### config.mk
export PLATFORM = sky130hd
export DESIGN_NAME = xbar_ingress_arbiter
export DESIGN_NICKNAME = d
export VERILOG_FILES = /design/src/rtl/xbar_pkg.sv /design/src/rtl/xbar_rr_pick.sv /design/src/rtl/xbar_ingress_arbiter.sv
export SDC_FILE = /design/constraint.sdc
export NUM_CORES = 1
export LEC_CHECK = 0
export CORE_ASPECT_RATIO = 0.9
export CORE_MARGIN = 8
export CORE_UTILIZATION = 60
export DETAILED_ROUTE_END_ITERATION = 7
export DONT_BUFFER_PORTS = 1
export PLACE_DENSITY = 0.76
export SLEW_MARGIN = 20
export SYNTH_ARGS = -nofsm -noshare
export SYNTH_HDL_FRONTEND = slang
export SYNTH_SLANG_ARGS = --single-unit
export TNS_END_PERCENT = 10
### constraint.sdc
create_clock -name clk -period 7.4 [get_ports clk]
set_clock_uncertainty 0.2 [all_clocks]
set_input_delay 1.48 -clock clk [delete_from_list [all_inputs] [get_ports clk]]
set_output_delay 1.48 -clock clk [all_outputs]
set_load 0.01 [all_outputs]
### src/rtl/xbar_pkg.sv
// Shared widths and helpers for the crossbar ingress arbiter.
package xbar_pkg;

    localparam int DENY_CNT_W = 16;

    // Index width for a count of n items; a single item still gets one bit.
    function automatic int idx_w(input int n);
        return (n > 1) ? $clog2(n) : 1;
    endfunction

endpackage

### src/rtl/xbar_rr_pick.sv
// Round-robin picker for one destination: one-hot grant to the first request
// found at or after ptr, searching cyclically.
module xbar_rr_pick
    import xbar_pkg::*;
#(
    parameter  int N     = 4,
    localparam int SRC_W = idx_w(N)
) (
    input  logic [N-1:0]     req,
    input  logic [SRC_W-1:0] ptr,
    output logic [N-1:0]     grant
);

    logic [SRC_W-1:0] idx;

    // NOTE: every always_comb output gets a default first so no path leaves it unassigned (no latch).
    always_comb begin
        grant = '0;
        idx   = '0;
        // Walk backwards so the candidate nearest ptr is written last and wins.
        for (int k = N - 1; k >= 0; k--) begin
            idx = SRC_W'((int'(ptr) + k) % N);
            if (req[idx]) begin
                grant      = '0;
                grant[idx] = 1'b1;
            end
        end
    end

endmodule

### src/rtl/xbar_ingress_arbiter.sv
// Ingress arbiter for an N-source x M-destination crossbar with per-destination
// round-robin; define XBAR_PERM_CHECK_EN to enable the permission table and deny logic.
module xbar_ingress_arbiter
    import xbar_pkg::*;
#(
    parameter  int N      = 4,
    parameter  int M      = 4,
    parameter  int DW     = 32,
    localparam int DEST_W = idx_w(M),
    localparam int SRC_W  = idx_w(N)
) (
    input  logic                     clk,
    input  logic                     rst,
    input  logic [N-1:0]             in_valid,
    input  logic [N-1:0][DEST_W-1:0] in_dest,
    input  logic [N-1:0][DW-1:0]     in_data,
    output logic [N-1:0]             in_ready,
    output logic [N-1:0]             out_req,
    output logic [N-1:0][DEST_W-1:0] out_dest,
    output logic [N-1:0][DW-1:0]     out_data,
    input  logic                     perm_we,
    input  logic [SRC_W-1:0]         perm_src,
    input  logic [M-1:0]             perm_mask,
    output logic [N-1:0]             deny,
    output logic [DENY_CNT_W-1:0]    deny_cnt
);

    logic [N-1:0][M-1:0]     perm;
    logic [N-1:0][M-1:0]     hit;
    logic [M-1:0][N-1:0]     elig;
    logic [M-1:0][N-1:0]     grant;
    logic [N-1:0]            granted;
    logic [N-1:0]            denied;
    logic [M-1:0][SRC_W-1:0] rr_q, rr_d;
    logic [N-1:0]            out_req_q, out_req_d;
    logic [N-1:0][DEST_W-1:0] out_dest_q, out_dest_d;
    logic [N-1:0][DW-1:0]    out_data_q, out_data_d;

    // A destination index >= M matches no hit bit, so it is denied like a perm miss.
    always_comb begin
        hit    = '0;
        elig   = '0;
        denied = '0;
        for (int i = 0; i < N; i++) begin
            for (int d = 0; d < M; d++) begin
                hit[i][d]  = (in_dest[i] == DEST_W'(d));
                elig[d][i] = in_valid[i] & hit[i][d] & perm[i][d];
            end
            denied[i] = in_valid[i] & ~|(hit[i] & perm[i]);
        end
    end

    for (genvar d = 0; d < M; d++) begin : g_pick
        xbar_rr_pick #(.N(N)) u_pick (
            .req   (elig[d]),
            .ptr   (rr_q[d]),
            .grant (grant[d])
        );
    end

    always_comb begin
        granted    = '0;
        rr_d       = rr_q;
        out_dest_d = out_dest_q;
        out_data_d = out_data_q;
        for (int d = 0; d < M; d++) begin
            for (int i = 0; i < N; i++) begin
                if (grant[d][i]) begin
                    granted[i] = 1'b1;
                    rr_d[d]    = (i == N - 1) ? '0 : SRC_W'(i + 1);
                end
            end
        end
        for (int i = 0; i < N; i++) begin
            if (granted[i]) begin
                out_dest_d[i] = in_dest[i];
                out_data_d[i] = in_data[i];
            end
        end
        out_req_d = granted;
    end

    assign in_ready = rst ? '0 : (granted | denied);

    // NOTE: sequential state uses non-blocking assignments so every flop samples pre-edge values.
    always_ff @(posedge clk or posedge rst) begin
        if (rst) begin
            rr_q       <= '0;
            out_req_q  <= '0;
            out_dest_q <= '0;
            out_data_q <= '0;
        end else begin
            rr_q       <= rr_d;
            out_req_q  <= out_req_d;
            out_dest_q <= out_dest_d;
            out_data_q <= out_data_d;
        end
    end

    assign out_req  = out_req_q;
    assign out_dest = out_dest_q;
    assign out_data = out_data_q;

`ifdef XBAR_PERM_CHECK_EN
    logic [N-1:0][M-1:0]       perm_q, perm_d;
    logic [N-1:0]              deny_q, deny_d;
    logic [DENY_CNT_W-1:0]     deny_cnt_q, deny_cnt_d;
    logic [DENY_CNT_W:0]       deny_sum;

    // Requests this cycle are checked against perm_q; the write lands at the edge.
    always_comb begin
        perm_d = perm_q;
        for (int i = 0; i < N; i++) begin
            if (perm_we && perm_src == SRC_W'(i)) begin
                perm_d[i] = perm_mask;
            end
        end
        deny_d   = denied;
        deny_sum = {1'b0, deny_cnt_q};
        for (int i = 0; i < N; i++) begin
            deny_sum = deny_sum + (DENY_CNT_W + 1)'(denied[i]);
        end
        deny_cnt_d = deny_sum[DENY_CNT_W] ? '1 : deny_sum[DENY_CNT_W-1:0];
    end

    // NOTE: the permission table is a small flop array, so it is reset like any other state (to permit-all).
    always_ff @(posedge clk or posedge rst) begin
        if (rst) begin
            perm_q     <= '1;
            deny_q     <= '0;
            deny_cnt_q <= '0;
        end else begin
            perm_q     <= perm_d;
            deny_q     <= deny_d;
            deny_cnt_q <= deny_cnt_d;
        end
    end

    assign perm     = perm_q;
    assign deny     = deny_q;
    assign deny_cnt = deny_cnt_q;
`else
    logic unused_perm;
    assign unused_perm = ^{perm_we, perm_src, perm_mask};
    assign perm        = '1;
    assign deny        = '0;
    assign deny_cnt    = '0;
`endif

endmodule

# [Word level (Yosys, flattened, before mapping)]
# Cells that the tools add are included.
[word_totals] output_inout_bits=164 register_bits=148 wordCells=235
[op_classes] n_reduce_logical=32 n_eq_ne=12 addsub=12 bitwise=21 mux=113 magnitude_cmp=32
[ops] op="2-to-1 mux 4 bit" count=17
[ops] op="< comparator 2 x 3 -> 1 bit (second input constant)" count=16
[ops] op="2-to-1 mux 1 bit" count=48
[ops] op="binary-select mux 1 bit (select 2 bit)" count=16
[ops] op="demux 1 bit (select 2 bit)" count=16
[ops] op=">= comparator 2 x 1 -> 1 bit (second input constant)" count=16
[ops] op="2-to-1 mux 2 bit" count=16
[ops] op="bitwise AND 1 bit" count=20
[ops] op="adder 2 bit (second input constant)" count=8
[ops] op="equality test 2 bit (second input constant)" count=8
[ops] op="logical AND 1 bit" count=16
[ops] op="nonzero test 4 bit" count=4
[ops] op="OR reduction 4 bit" count=4
[ops] op="adder 2 x 1 -> 2 bit (second input constant)" count=4
[ops] op="equality test 2 x 1 -> 1 bit (second input constant)" count=4
[ops] op="zero test 2 bit" count=4
[ops] op="zero test 1 bit" count=4
[ops] op="bitwise OR 4 bit" count=1

# [Longest topological paths before layout]
# Gate-level depths: netlist (run 1).
[depth] ltp_word=15 mapped_depth=11 mapped_depth_nobuf=9

# [By module]
# From an unflattened synthesis (run 1), not the netlist that was laid out.
[hier_totals] cells_unflattened=562 area_unflattened_um2=7569.8
[modules_own_cells] mod="xbar_ingress_arbiter" seq_area_each_um2=3703.6 instances=1 cells_each=374 area_per_inst_um2=5918.2
[modules_own_cells] mod="xbar_rr_pick" seq_area_each_um2=0.0 instances=4 cells_each=47 area_per_inst_um2=412.9

# [Worst setup path after synthesis (run 1)]
# OpenSTA, ideal clock, no wires.
[synth_timing] path_kind="in2out" startpoint="input port in_valid[1]" endpoint="output port in_ready[1]" path_stages=7 setup_slack_ns=2.269 path_buffers=1 arrival_ns=3.451 cell_sequence="and3_1 -> mux4_2 -> a221oi_1 -> nor2_1 -> nor4_4 -> buf_6 -> nor2_1"
[synth_between] elab_chain_len=13
[synth_rtl] item="start, declared" line_no="xbar_ingress_arbiter.sv:14" source="input logic [N-1:0] in_valid,"
[synth_rtl] item="bitwise AND 1 bit" line_no="xbar_ingress_arbiter.sv:47" source="elig[d][i] = in_valid[i] & hit[i][d] & perm[i][d];"
[synth_rtl] item="binary-select mux 1 bit (select 2 bit)" line_no="xbar_rr_pick.sv:23" source="if (req[idx]) begin"
[synth_rtl] item="2-to-1 mux 1 bit (not written as such)" line_no="xbar_rr_pick.sv:23"
[synth_rtl] item="2-to-1 mux 4 bit (4 in series)" line_no="xbar_rr_pick.sv:23"
[synth_rtl] item="2-to-1 mux 1 bit (4 in series)" line_no="xbar_ingress_arbiter.sv:68" source="if (grant[d][i]) begin"
[synth_rtl] item="bitwise OR 4 bit (*)" line_no="xbar_ingress_arbiter.sv:83" source="assign in_ready = rst ? '0 : (granted | denied);"
[synth_rtl] item="2-to-1 mux 4 bit (*)" line_no="xbar_ingress_arbiter.sv:83"
[synth_rtl] item="end, declared" line_no="xbar_ingress_arbiter.sv:17" source="output logic [N-1:0] in_ready,"
# Mark *: on every way between the ends. The rest lies on a longest branch, timed or not. The select of a mux whose other input is x is not followed.

# [Final worst setup path (run 1)]
[layout_timing] startpoint="input port in_dest[1] (netlist bit)" endpoint="output port in_ready[1]"
[layout_between] elab_chain_len=14
[layout_rtl] item="start, declared" line_no="xbar_ingress_arbiter.sv:15" source="input logic [N-1:0][DEST_W-1:0] in_dest,"
[layout_rtl] item="zero test 2 bit" line_no="xbar_ingress_arbiter.sv:46" source="hit[i][d] = (in_dest[i] == DEST_W'(d));"
[layout_rtl] item="bitwise AND 1 bit" line_no="xbar_ingress_arbiter.sv:47"
[layout_rtl] item="binary-select mux 1 bit (select 2 bit)" line_no="xbar_rr_pick.sv:23"
[layout_rtl] item="2-to-1 mux 1 bit (not written as such)" line_no="xbar_rr_pick.sv:23"
[layout_rtl] item="2-to-1 mux 4 bit (4 in series)" line_no="xbar_rr_pick.sv:23"
[layout_rtl] item="2-to-1 mux 1 bit (3 in series)" line_no="xbar_ingress_arbiter.sv:68"
[layout_rtl] item="2-to-1 mux 1 bit (*)" line_no="xbar_ingress_arbiter.sv:68"
[layout_rtl] item="bitwise OR 4 bit (*)" line_no="xbar_ingress_arbiter.sv:83"
[layout_rtl] item="2-to-1 mux 4 bit (*)" line_no="xbar_ingress_arbiter.sv:83"
# Marks and branches as above.

==> run metrics, run 1 <==
status=complete, no violations; Startpoint Class=input port; clk_lat worst skew=around 0.4 ns; CTS Hold Bufs=0; most common cell after layout, fill and taps aside=dfrtp_1; post-DP HPWL=14810 um; flops & latches, synth=about 150; die span in y=around 120 um; final critical-path share of the clock period=between 70% and 80%; DRC=0; Pwr per Cell Area=about 610 mW/mm^2; crit-path max cell delay=roughly 0.55 ns; Ys Warns=0; H-tree Lvls=4; post-synthesis async set-or-reset flop share=100.0%; Final Setup Violations=0; Worst Path Arrival=3.87 ns; fin area=0.008025 sq mm; Worst-Margin Slew=0.9391 ns; area grow syn2layout=9.193%; RR Endpoint=out_data[123]; vias in the first global route=about 4800; RSZ-0062 raised after global routing=false; M1 WL=approximately 6500 um; number of synthesized flops with an enable pin=0; fin cells=roughly 700; Die Width=roughly 130 um; area of the multi-input gates=between 0.003 and 0.004 sq mm; CP Buf/Inv Count=1; TritonCTS clock tree=yes; NumNets Final=between 700 and 800; Port Buf Inserts=0; Placer Congestion=roughly 0.87; via count=between 4000 and 5000; number of DRC markers in iteration 0=slightly above 300; Top FF cell, synth=dfrtp_1; Area after DPL=approximately 0.0074 sq mm; gr usage total=between 20% and 30%; number of cells on the critical path=8; worst setup path startpoint=in_dest[1]; Register-to-Register Path Depth=8; area occupied by registers=about 0.0037 sq mm; Layout fillers=slightly below 900; Resized Gates After CTS=0; Synth Instances=between 500 and 600; register area share after synthesis=a little over 50%; share of layout cells above drive strength 1=27.67%; CP max FO=36; pin count of the biggest net entering global routing=approximately 80; Fmax=180.2 MHz; Hold EP=out_data[44]; Final Hold Viols=0; R2R Setup Slk=approximately 3.4 ns; first-pass GRT wire length=around 29000 um; Setup TNS Final=0 ns; min-delay src=out_data[44]; grt ovf=0; hold depth=1; Boundary Pins=~310; r2r startpoint=rr_q[2]; fin. max-slew vios=0; critical-path cell list=nor3b_1 > mux2i_1 > a211oi_1 > nand2_1 > a31oi_1 > nor4_4 > buf_4 > nor2_1; Clock Tree Buf Depth=2; antenna violations before repair=6; dpl cells=~700; distinct cell type count after synthesis=around 40; wire length per cell=between 20 and 30 um; Final min period=approximately 5.5 ns; DRT Wirelength=19150 um; CP top delay family=simple AND/OR/NAND/NOR gates; core area=roughly 0.012 sq mm; drt pass-1 iters=4; WL met3=2031 um; critical path class=in -> out; CP Capture Type=output port; DR top layer=met5; Post-CTS Setup Inserts=0; Sink Count=between 100 and 150; Syn Std Cell Area=between 0.007 and 0.008 sq mm; worst vdd ir=about 0.34 mV; hold crit path type=reg -> reg; initial core utilization=61.10%; most frequent cells in the layout=dfrtp_1 (148), mux2_2 (88), mux2_1 (50); via/cell ratio=~6.3; Rows=38; Leakage=between 0.003 and 0.004 uW; total CTS buffers=17; Avg Inst Size Synth=13.76 sq um; Relative slew margins=~37%; metal2 WL=10280 um; clock-pin slew on the worst setup and hold paths=around 0.060 ns; CP max stage cell=nor3b_1; max-cap viol count=0; root buffer cell=clkbuf_16; CP Data Required Time=roughly 5.7 ns; Routed Antenna Nets=0; die area=~0.016 sq mm
==> worst register-to-register path: cells and delay by family, from the launching register on <==
family | cells | cell delay, ns
fa+ha+maj | 1 | 0.48
buf+inv | 1 | 0.24
simple gates | 1 | 0.78
compound gates | 3 | 0.70
flops | 1 | 0.65
mux | 2 | 0.86
==> per-layer routing <==
layer  vias to the layer above  track usage (%)
met3                        32            10.31
met2                       235            41.30
met1                      2301            25.41
met5                         -                0
li1                       1918                -
met4                         6            7.583
==> kinds of logic (layout without fill, tap and decap cells) <==
group / count (synthesis) / count (layout) / share of synthesized area [%]
other: 1 / 23 / 0.05102
AND/OR/NAND/NOR: 88 / 88 / 7.167
flip-flops: 148 / 148 / 50.39
multiplexers: 161 / 161 / 27.34
adder cells (fa/ha/maj): 29 / 29 / 4.937
buffers and inverters: 54 / 54 / 4.784
AO/OA/AOI/OAI: 53 / 53 / 5.328
==> report_power, final <==
part | switching (uW) | internal, uW | leakage [uW] | total, uW
Combinational | 993 | 1070 | 0.00136 | 2060
Clock | 347 | 583 | 0.000310 | 930
Sequential | 608 | 1260 | 0.00172 | 1870
Total | 1950 | 2910 | 0.00340 | 4860
==> how the worst max path moves through the flow <==
stage / slack [ns] / end
2_1_floorplan: 1.74 / out_data[0]
3_3_place_gp: 2.03 / in_ready[1]
3_5_place_dp: 1.89 / in_ready[1]
4_1_cts: 1.87 / in_ready[1]
5_1_grt: 1.60 / in_ready[1]
6_report: 1.85 / in_ready[1]
==> registers in the layout, indices dropped and copies added, names as in the netlist <==
signal	count
out_data	128
out_dest	8
out_req	4
rr_q	8
==> layout make-up <==
type	count	area share, %
multi-input cells	351	42.00
well taps	160	2.495
inverters	18	0.9043
clock inverters	12	2.417
flip-flops and latches	148	46.15
clock buffers	20	5.566
repair buffers	4	0.3742
diodes	3	0.09355
==> Yosys cell counts, types with 9 or more instances <==
cell type / n / area [sq um]
buf_4: 20 / 150.1
buf_6: 9 / 101.4
dfrtp_1: 148 / 3704
ha_1: 29 / 362.9
inv_1: 18 / 67.56
mux2_1: 50 / 563.0
mux2_2: 88 / 991.0
mux4_2: 18 / 405.4
nand2_1: 19 / 71.32
nand3_1: 9 / 45.04
nor2_1: 20 / 75.07
o22ai_1: 11 / 68.82
==> metrics by stage <==
| stage | hold slack, ns | setup WS [ns] | total power [uW] | utilization, % |
|---|---|---|---|---|
| floorplan | 0.3344 | 1.740 | 3561 | - |
| global placement | 0.3617 | 2.031 | 3844 | 61.33 |
| detailed placement | 0.3633 | 1.890 | 3957 | 61.33 |
| CTS | 0.3776 | 1.871 | 4905 | 66.65 |
| global route | 0.3887 | 1.603 | 5125 | 66.72 |
| finish | 0.3714 | 1.852 | 4862 | 66.72 |
No activity file was read; power rests on OpenSTA's default activity.
==> run 2: changes to the inputs <==
--- a/config.mk
+++ b/config.mk
@@ -7,7 +7,7 @@
 export LEC_CHECK = 0
 export CORE_ASPECT_RATIO = 0.9
 export CORE_MARGIN = 8
-export CORE_UTILIZATION = 60
+export CORE_UTILIZATION = 58
 export DETAILED_ROUTE_END_ITERATION = 7
 export DONT_BUFFER_PORTS = 1
 export PLACE_DENSITY = 0.76
==> constraint.sdc (replaced) <==
create_clock -name clk -period 4.75 [get_ports clk]
set_clock_uncertainty 0.2 [all_clocks]
set_input_delay 0.95 -clock clk [delete_from_list [all_inputs] [get_ports clk]]
set_output_delay 0.95 -clock clk [all_outputs]
set_load 0.01 [all_outputs]
==> run 2 against run 1 <==
Sequential power grew 55%. Global-route usage shrank 1.1 points. Critical path depth rose by 1. Routed wire length is 2.2% lower. First-iteration DRC count is 33% lower. Worst hold slack got worse by 0.26 ns. Sequential share of layout area grew 0.31 points. Critical path type is now reg -> out. Largest cell class unchanged. Largest power group unchanged.
==> run metrics, run 2 (synthesized netlist as in run 1, its figures left out) <==
status=complete, no violations; area of the multi-input gates=0.003366 sq mm; Sw Pwr=3004 uW; drt pass-1 iters=4; max FFs per register=around 130; Final Setup Violations=0; number of DRC markers in iteration 0=between 200 and 250; gr usage total=a little under a quarter; most frequent cells in the layout=dfrtp_1 (148), mux2_2 (88), mux2_1 (50); NumNets Final=between 700 and 800; critical-path cell list=inv_1 > ha_1 > nor4b_1 > a211oi_1 > a211oi_1 > nand2_1 > a31oi_1 > nor4_4 > nor2_1; Worst-Margin Slew=0.8097 ns; area grow syn2layout=8.461%; die span in y=122.8 um; Worst Path Arrival=about 3.3 ns; vias in the first global route=approximately 4700; Post-CTS Setup Inserts=0; Gate power share=between 40% and 50%; M1 WL=approximately 6300 um; crit-path max cell delay=0.47 ns; Setup TNS Final=0 ns; CP Capture Type=output port; Startpoint Class=register; worst vdd ir=~0.56 mV; metal2 WL=~10000 um; DRC=0; core area=around 0.013 sq mm; P_int=4376 uW; initial core utilization=roughly 60%; switching share of power=between 40 and 50%; Sink Count=148; H-tree Lvls=4; Leakage=approximately 0.0034 uW; post-layout util=63.56%; CP Data Required Time=about 3.6 ns; max-cap viol count=0; Rows=39; via count=about 4500; Relative slew margins=between 40% and 50%; r2r startpoint=rr_q[4]; RSZ-0062 raised after global routing=false; post-DP HPWL=approximately 15000 um; Port Buf Inserts=0; most common cell after layout, fill and taps aside=dfrtp_1; grt ovf=0; Routed Antenna Nets=0; pre-CTS setup slack=about 0.58 ns; DRT Wirelength=18730 um; worst setup margin=0.2891 ns; first-pass GRT wire length=approximately 28000 um; CP max stage cell=dfrtp_1; share of layout cells above drive strength 1=27.93%; antenna violations before repair=2; Hold WS=approximately 0.11 ns; clk_lat worst skew=0.42 ns; CP dominant cell by count=a211oi_1; Boundary Pins=between 300 and 400; Placer Congestion=around 1; total CTS buffers=17; Final min period=between 4 and 5 ns; Resized Gates After CTS=0; Final Hold Viols=0; Die Width=around 130 um; via/cell ratio=roughly 6.2; CP top delay family=compound AO/OA/AOI/OAI gates; Pwr per Cell Area=between 900 and 1000 mW/mm^2; Clock Tree Buf Depth=2; worst setup path startpoint=rr_q[1]; root buffer cell=clkbuf_16; CTS Hold Bufs=0; critical path class=reg -> out; WL met3=around 1900 um; DR top layer=met5; Layout fillers=~920; wire length per cell=approximately 26 um; fin. max-slew vios=0; hold crit path type=in -> async; final critical-path share of the clock period=between 90% and 100%; Clock power frac=17.3%; CP Buf/Inv Count=1; die area=roughly 0.017 sq mm; Flop pwr share=between 30% and 40%; pin count of the biggest net entering global routing=81; TritonCTS clock tree=yes; CP max FO=7; clock-pin slew on the worst setup and hold paths=~0.06 ns; area occupied by registers=0.003704 sq mm; Fmax=roughly 220 MHz
[run 2: power groups by stage]
stage	Sequential [uW]	Clock, uW	Combinational, uW
after floorplan	2610	0	2940
after global placement	2900	0	3040
after detailed placement	2920	0	3230
after CTS	2920	1310	3230
after global routing	2960	1360	3490
final	2890	1280	3210
[run 2: layout make-up]
cell class | count | area share (%)
sequential | 148 | 46.46
timing repair buffer | 7 | 0.7063
clock buffer | 19 | 5.556
inverter | 18 | 0.8947
multi-input combinational | 351 | 42.22
tap | 164 | 2.574
clock inverter | 12 | 1.554
antenna | 1 | 0.03139
[run 2: final timing paths]
kind / end / slack, ns / cells past startpoint
min in group clk: out_data[31] / 0.37 / 1
min: rr_q[0] / 0.11 / 1
max reg2reg: out_data[61] / 1.06 / 9
min reg2reg: out_data[31] / 0.37 / 1
max in group asynchronous: out_data[34] / 3.21 / 2
max: in_ready[1] / 0.29 / 9
[run 2: metrics by stage]
stage | cells | total power, uW | cell area [sq um]
finish | 720 | 7380 | 7971
global placement | 688 | 5936 | 7398
floorplan | 553 | 5548 | 7425
CTS | 719 | 7459 | 7965
detailed placement | 688 | 6154 | 7398
global route | 720 | 7811 | 7971
[run 2: per-layer routing]
metal  up-vias  global-route usage (%)
met1      2311                   23.33
met2       191                   39.33
met4         2                   7.779
li1       1929                       -
met5         -                       0
met3        24                   10.92
